[src/rtl/fft_stage_ctrl.sv]
// fft_stage_ctrl: radix-2 DIT FFT stage sequencer with write-back delay line; define FFT_CTRL_STALL_EN to add a stall input
module fft_stage_ctrl #(
    parameter int N_LOG2  = 4,
    parameter int RD_LAT  = 1,
    parameter int BFU_LAT = 4
) (
    input  logic                      clk,
    input  logic                      rst,
    input  logic                      start,
`ifdef FFT_CTRL_STALL_EN
    input  logic                      stall,
`endif
    output logic                      busy,
    output logic                      done,
    output logic [$clog2(N_LOG2)-1:0] stage,
    output logic                      rd_en,
    output logic [N_LOG2-1:0]         rd_addr_a,
    output logic [N_LOG2-1:0]         rd_addr_b,
    output logic [N_LOG2-2:0]         tw_addr,
    output logic                      wr_en,
    output logic [N_LOG2-1:0]         wr_addr_a,
    output logic [N_LOG2-1:0]         wr_addr_b
);
    localparam int PIPE_LAT = RD_LAT + BFU_LAT;
    localparam int SW = $clog2(N_LOG2);
    localparam int KW = N_LOG2 - 1;
    localparam int DW = $clog2(PIPE_LAT + 1);
    localparam logic [SW-1:0] LAST_STAGE = SW'(N_LOG2 - 1);
    localparam logic [KW-1:0] K_LAST = '1;

    typedef enum logic [1:0] {IDLE, RUN, DRAIN, DONE} state_t;

    state_t          state;
    logic [KW-1:0]   k;
    logic [DW-1:0]   dcnt;
    logic            hold;
    logic [2*N_LOG2:0] dly [PIPE_LAT];

`ifdef FFT_CTRL_STALL_EN
    assign hold = stall;
`else
    assign hold = 1'b0;
`endif

    // {a, b, tw} for butterfly k of stage s
    function automatic logic [3*N_LOG2-2:0] bfly(input int s, input int kk);
        int j, a;
        j = kk & ((1 << s) - 1);
        a = ((kk >> s) << (s + 1)) | j;
        return {N_LOG2'(a), N_LOG2'(a + (1 << s)), (N_LOG2-1)'(j << (N_LOG2 - 1 - s))};
    endfunction

    // Stage/butterfly sequencer; read outputs are loaded one cycle ahead so they line up with the state
    always_ff @(posedge clk) begin
        if (rst) begin
            state     <= IDLE;
            stage     <= '0;
            k         <= '0;
            dcnt      <= '0;
            busy      <= 1'b0;
            done      <= 1'b0;
            rd_en     <= 1'b0;
            rd_addr_a <= '0;
            rd_addr_b <= '0;
            tw_addr   <= '0;
        end else begin
            done  <= 1'b0;
            rd_en <= 1'b0;
            case (state)
                IDLE: if (start) begin
                    state <= RUN;
                    busy  <= 1'b1;
                    stage <= '0;
                    k     <= '0;
                    rd_en <= 1'b1;
                    {rd_addr_a, rd_addr_b, tw_addr} <= bfly(0, 0);
                end
                RUN: if (!hold) begin
                    if (k == K_LAST) begin
                        state <= DRAIN;
                        dcnt  <= DW'(PIPE_LAT);
                    end else begin
                        k     <= k + KW'(1);
                        rd_en <= 1'b1;
                        {rd_addr_a, rd_addr_b, tw_addr} <= bfly(int'(stage), int'(k) + 1);
                    end
                end
                DRAIN: if (dcnt != DW'(1)) begin
                    dcnt <= dcnt - DW'(1);
                end else if (stage != LAST_STAGE) begin
                    state <= RUN;
                    stage <= stage + SW'(1);
                    k     <= '0;
                    rd_en <= 1'b1;
                    {rd_addr_a, rd_addr_b, tw_addr} <= bfly(int'(stage) + 1, 0);
                end else begin
                    state <= DONE;
                    done  <= 1'b1;
                end
                DONE: begin
                    state <= IDLE;
                    busy  <= 1'b0;
                end
                default: state <= IDLE;
            endcase
        end
    end

    // Read strobe and addresses delayed by the full read + butterfly latency become the write-back
    always_ff @(posedge clk) begin
        if (rst) begin
            for (int i = 0; i < PIPE_LAT; i++) dly[i] <= '0;
        end else begin
            dly[0] <= {rd_en, rd_addr_a, rd_addr_b};
            for (int i = 1; i < PIPE_LAT; i++) dly[i] <= dly[i-1];
        end
    end

    assign {wr_en, wr_addr_a, wr_addr_b} = dly[PIPE_LAT-1];
endmodule
[config.mk]
export PLATFORM = sky130hd
export DESIGN_NAME = fft_stage_ctrl
export DESIGN_NICKNAME = d
export VERILOG_FILES = /design/src/rtl/fft_stage_ctrl.sv
export SDC_FILE = /design/constraint.sdc
export NUM_CORES = 1
export LEC_CHECK = 0
export ABC_CLOCK_PERIOD_IN_PS = 5250
export CORE_AREA = 2 2 75 77
export DETAILED_ROUTE_END_ITERATION = 7
export DIE_AREA = 0 0 77 79
export HOLD_SLACK_MARGIN = 0.08
export PLACE_DENSITY = 0.76
export SLEW_MARGIN = 10
export SYNTH_ARGS = -nofsm -noshare
export SYNTH_HDL_FRONTEND = slang
export SYNTH_SLANG_ARGS = --single-unit
[constraint.sdc]
create_clock -name clk -period 5.25 [get_ports clk]
set_clock_uncertainty 0.15 [all_clocks]
set_input_delay 1.05 -clock clk [delete_from_list [all_inputs] [get_ports clk]]
set_output_delay 1.05 -clock clk [all_outputs]
set_load 0.03 [all_outputs]
==> flow_summary.toml, run 1 <==
[sta]
rsz0062_at_grt = "false"
fin_setup_tns_ps = 0
max_slew_margin_pct = 61.5
timing.fmax_mhz = 342
worst_slew_pin_slew_ps = 578
period_share_pct = 55.8
finalHoldViolCount = 0
fin_ws_ps = 2320
drv_slew = 0
setup_viol = 0
fin_crit_ps = 2930

[placed_design]
place_hpwl_mm = 3.50
pre_cts_slack_ps = 2300
place_congestion = 0.943
portBuffers = 27
place_inst = 369

[clock_tree]
cts_resized = 0
postCtsSetupBuffers = 0
numCtsBuffers = 9
cts_tree = "yes"
root_buffer = "clkbuf_8"
cts_buffer_depth = 2
cts_hold_buf = 0
numClockSinks = 69
clk-insertion-delay-late_ps = 350
clkSlewWorstSetupHoldPaths_ps = 80
cts.htree.levels = 3

[synth]
yosysTopAreaCellShare_pct = 49.6
yosys.area.top_type = "dfxtp_1"
synth-edff-count = 0
synthTopCellsByCount = "69 x dfxtp_1, 46 x nor2b_1, 19 x nand2_1"
synth.avg_cell_area_um2 = 9.63
synth_nets = 310
synth_area_leaders = "dfxtp_1 50%, nor2b_1 10%, ha_1 7.6%"
synth-async-reset-ratio_pct = 0
netlist_instances = 289
ys_seq_elements = 69
synthFlopType = "dfxtp_1"
synthDistinctLibCells = 40
synth.most_common_cell = "dfxtp_1"
ys_seq_area_share_pct = 49.6
syn_area_um2 = 2780
ys_warn_count = 1

[finish]
nets = 329
multiInputGateArea_um2 = 1240
fill_cells = 479
area_growth_pct = 17.4
diodes = 0
stdcell_count = 385
drive_above_1_share_pct = 7.67
register_area_um2 = 1380

[flow_run]
maxCapViolCount = 0

[setup_path]
critPathKind = "register to register"
crit_arrival_ps = 3070
cp_max_fo = 14
cp_data_required_time_ps = 5390
cp-start-kind = "register"
r2r_setup_slack_ps = 2320
endpoint_kind = "register"

[detailed_routing]
drtPass1Iterations = 4
drt_iter0_drc = 162
wire_per_inst_um = 13.3
drtAntennaViolNets = 0
drc = 0
totalWireLength_mm = 5.13
vias = 2000
vias_per_cell = 5.19

[grt]
grt_pass1_vias = 1937
grt_pass1_wl_mm = 8.68
grtUsageMet2_pct = 28.7
antenna_found_initial = 0
use_met3_pct = 7.05
grt_busiest_layer = "met2"
track_usage_pct = 18.4
grt_max_degree = 35
grtUsageMet1_pct = 22.5
gr-total-overflow = 0

[power]
peakVddDrop_v = 0.000183
powerDensity_nw_per_um2 = 453
p_leak_nw = 1.24

[floorplanning]
core_um2 = 5340
initial_core_util_pct = 52.2
dieArea_um2 = 6080
rows = 27
die_y_um = 79
io_pins = 28
die-width_um = 77

[status]
outcome = "complete, no violations"

[min_path]
worst_hold_path_type = "register to register"
-- worst max-delay path, stage by stage (launching register included) --
cell and delay, ps:
dfxtp_1 590, inv_1 220, ha_1 450, nor2_1 120, a31oi_1 110, inv_1 90
ha_1 160, inv_1 60, fa_1 380, xor2_1 170, o22ai_1 140, nand3_1 100
a21oi_1 140
-- sequential cells by signal, indices dropped and copies added, names as in the netlist --
register,flops
rd_addr_a,4
done,1
stage,2
k,3
busy,1
state,2
tw_addr,3
dly,45
rd_en,1
dcnt,3
rd_addr_b,4
-- kinds of logic after synthesis --
| logic type | synth area share [%] |
|---|---|
| adder cells (fa/ha/maj) | 8.36 |
| AO/OA/AOI/OAI | 12.7 |
| buffers and inverters | 5.80 |
| AND/OR/NAND/NOR | 22.3 |
| XOR/XNOR | 1.26 |
| flip-flops | 49.6 |
-- path summary, 6_finish.rpt --
check / from / to / cells past startpoint
setup / recovery: stage[0] / rd_addr_b[2] / 12
setup reg to reg: stage[0] / rd_addr_b[2] / 12
hold / removal: dly[0][20] / dly[0][29] / 1
hold reg to reg: dly[0][20] / dly[0][29] / 1
-- cell type report --
class / instances / area share [%]
Inverter: 14 / 1.61
Timing Repair Buffer: 28 / 8.35
Clock buffer: 9 / 3.79
Clock inverter: 7 / 3.25
Tap cell: 72 / 2.76
Sequential cell: 69 / 42.3
Multi-Input combinational cell: 186 / 38.0
-- power breakdown --
group,switching (mW),total (mW),internal (mW)
clock network,0.218,0.494,0.275
logic,0.238,0.382,0.144
registers,0.0323,0.604,0.572
total,0.489,1.48,0.991
-- layer usage --
| layer | vias to the layer above | wire, µm |
|---|---|---|
| li1 | 1008 | - |
| met1 | 924 | 2320 |
| met2 | 60 | 2400 |
| met3 | 8 | 304 |
| met4 | 0 | 97 |
| met5 | - | 0 |
-- cell usage in the layout, fill, tap and decap left out, types with 2 or more instances in the layout --
cell / synthesis / final
nand3_1: 7 / 7
dfxtp_1: 69 / 69
nor4_1: 2 / 2
nor2_1: 14 / 14
o22ai_1: 4 / 4
inv_6: 0 / 2
clkbuf_8: 0 / 9
bufinv_16: 0 / 2
o21ai_0: 8 / 8
or3_1: 2 / 2
a211oi_1: 7 / 7
xnor2_1: 3 / 3
inv_1: 13 / 13
a21oi_1: 16 / 16
a31oi_1: 4 / 4
and3_1: 3 / 3
o21a_1: 2 / 2
o2bb2ai_1: 3 / 3
nand2_1: 19 / 19
clkdlybuf4s50_1: 0 / 26
a311oi_1: 3 / 3
nand4_1: 4 / 4
nand2b_1: 7 / 7
nor2b_1: 46 / 46
ha_1: 17 / 17
nor3b_4: 2 / 2
clkinv_4: 0 / 2
-- through the flow --
stage | power [mW] | utilization [%] | hold WS [ps] | cell area (µm²)
floorplan | 0.890 | - | 264 | 2780
global placement | 0.985 | 56.9 | 266 | 3040
detailed placement | 0.994 | 56.9 | 270 | 3040
CTS | 1.49 | 61.2 | 288 | 3270
global route | 1.56 | 61.2 | 300 | 3270
finish | 1.48 | 61.2 | 282 | 3270
Power figures use the tool's default switching activity.
==> run 2: changes to the inputs <==
==> config.mk (replaced) <==
export PLATFORM = sky130hd
export DESIGN_NAME = fft_stage_ctrl
export DESIGN_NICKNAME = d
export VERILOG_FILES = /design/src/rtl/fft_stage_ctrl.sv
export SDC_FILE = /design/constraint.sdc
export NUM_CORES = 1
export LEC_CHECK = 0
export ABC_CLOCK_PERIOD_IN_PS = 2400
export CORE_AREA = 2 2 78 80
export DETAILED_ROUTE_END_ITERATION = 7
export DIE_AREA = 0 0 80 82
export HOLD_SLACK_MARGIN = 0.08
export PLACE_DENSITY = 0.74
export SLEW_MARGIN = 10
export SYNTH_ARGS = -nofsm -noshare
export SYNTH_HDL_FRONTEND = slang
export SYNTH_SLANG_ARGS = --single-unit
==> constraint.sdc (replaced) <==
create_clock -name clk -period 2.4 [get_ports clk]
set_clock_uncertainty 0.15 [all_clocks]
set_input_delay 0.48 -clock clk [delete_from_list [all_inputs] [get_ports clk]]
set_output_delay 0.48 -clock clk [all_outputs]
set_load 0.03 [all_outputs]
==> run 2 against run 1 <==
Compared with the run above: the flow now finishes with violations (setup timing); first-iteration DRC count decreased by 52%; core utilization fell by 1.7 points; critical path type unchanged; via count grew 1.3%; routed wire length rose by 2.4%; sequential cell count unchanged; clock power grew 87%; global-route usage down 0.72 points; critical endpoint is now rd_addr_b[3]; cell area rose by 4.6%; total power grew 120%.
==> flow_summary.toml, run 2 (same netlist as run 1, synthesis figures left out) <==
[sta]
period_share_pct = 102
worst_slew_pin_slew_ps = 510
fin_setup_tns_ps = -46.5
timing.fmax_mhz = 410
finalHoldViolCount = 0
rsz0062_at_grt = "true"
drv_slew = 0
max_slew_margin_pct = 66.0
fin_crit_ps = 2440
fin_ws_ps = -39.2
setup_viol = 2

[setup_path]
cp_common_cell = "ha_4"
critPathKind = "register to register"
rr_worst_depth = 12
cp_num_buf_inv = 1
cp_max_fo = 3
crit_family = "compound AO/OA/AOI/OAI gates"
crit_path_max_incr_delay_ps = 340
cp_data_required_time_ps = 2450
crit_arrival_ps = 2490
crit_cells = 12
endpoint_kind = "register"
crit_chain = "ha_4 -> ha_4 -> nor2b_1 -> a211oi_1 -> a31oi_1 -> o31a_1 -> inv_1 -> ha_1 -> a21o_1 -> a21oi_2 -> xnor2_1 -> o22ai_1"
cp-start-kind = "register"
cp_slowest_cell = "dfxtp_2"

[detailed_routing]
totalWireLength_mm = 5.25
drtAntennaViolNets = 0
drc = 0
drt_iter0_drc = 78
wire_per_inst_um = 13.0
vias = 2025
drtPass1Iterations = 4
vias_per_cell = 5.02

[finish]
largest_registers = "dly x45, rd_addr_a x4, rd_addr_b x4"
diodes = 0
area_growth_pct = 22.8
fill_cells = 509
register_area_um2 = 1390
multiInputGateArea_um2 = 1290
drive_above_1_share_pct = 15.5
final_common_cell = "dfxtp_1"
top_register = "dly"
final_util_pct = 59.5
nets = 344
layout_common_cells = "65 x dfxtp_1, 46 x nor2b_1, 26 x clkdlybuf4s50_1, 19 x nand2_1, 16 x buf_4"
largest_reg_flops = 45

[status]
outcome = "finished, violations left"
failed_checks = "setup timing"

[floorplanning]
dieArea_um2 = 6560
initial_core_util_pct = 48.5
die_y_um = 82
core_um2 = 5750
die-width_um = 80
io_pins = 28
rows = 28

[power]
p_leak_nw = 1.30
peakVddDrop_v = 0.000427
powerDensity_nw_per_um2 = 933

[clock_tree]
cts_hold_buf = 0
cts_tree = "yes"
clk-insertion-delay-late_ps = 330
cts.htree.levels = 3
numClockSinks = 69
root_buffer = "clkbuf_8"
numCtsBuffers = 9
clkSlewWorstSetupHoldPaths_ps = 70
cts_buffer_depth = 2
postCtsSetupBuffers = 0

[grt]
antenna_found_initial = 0
grt_pass1_vias = 1848
track_usage_pct = 17.7
grt_pass1_wl_mm = 8.78
gr-total-overflow = 0
grt_max_degree = 30

[placed_design]
pre_cts_slack_ps = -70.5
portBuffers = 27
place_congestion = 0.930
place_hpwl_mm = 3.69

[flow_run]
maxCapViolCount = 0

[min_path]
min_path_cells = 1
worst_hold_path_type = "register to register"
## run 2: worst paths after layout
check / start / endpoint / slack, ps
setup / recovery: k[0] / rd_addr_b[3] / -40
hold / removal: dly[0][10] / dly[0][19] / 280
hold reg to reg: dly[0][10] / dly[0][19] / 280
setup reg to reg: k[0] / rd_addr_b[3] / -40
## run 2: per-stage QoR
| step | area [µm²] | std cells | hold slack (ps) | power [mW] |
|---|---|---|---|---|
| floorplan | 2860 | 289 | 264 | 1.96 |
| global placement | 3210 | 387 | 266 | 2.26 |
| detailed placement | 3210 | 387 | 274 | 2.27 |
| CTS | 3410 | 403 | 287 | 3.21 |
| global route | 3420 | 403 | 302 | 3.39 |
| finish | 3420 | 403 | 284 | 3.19 |
## run 2: report_power, final
part	internal (mW)	leakage [nW]	switching (mW)
Sequential	1.25	0.562	0.0652
Combinational	0.394	0.639	0.553
Clock	0.511	0.100	0.416
## run 2: metal layers
metal,share of wire [%],GRT usage (%)
met1,47,22.6
met2,45,26.8
met3,5.6,5.05
met4,2.7,10.2
met5,0,0
## run 2: area by class of cell
class                   count  share of cell area (%)
flip-flops and latches     69                    40.7
well taps                  75                    2.75
repair buffers             43                    11.3
inverters                  14                    1.68
clock buffers              11                    4.14
multi-input cells         186                    37.8
clock inverters             5                    1.68
## run 2: timing repair
| action | in CTS | in global routing |
|---|---|---|
| setup endpoints to repair | 2 | 3 |
| resized for setup | 1 | 2 |
| pin swaps | 9 | 0 |
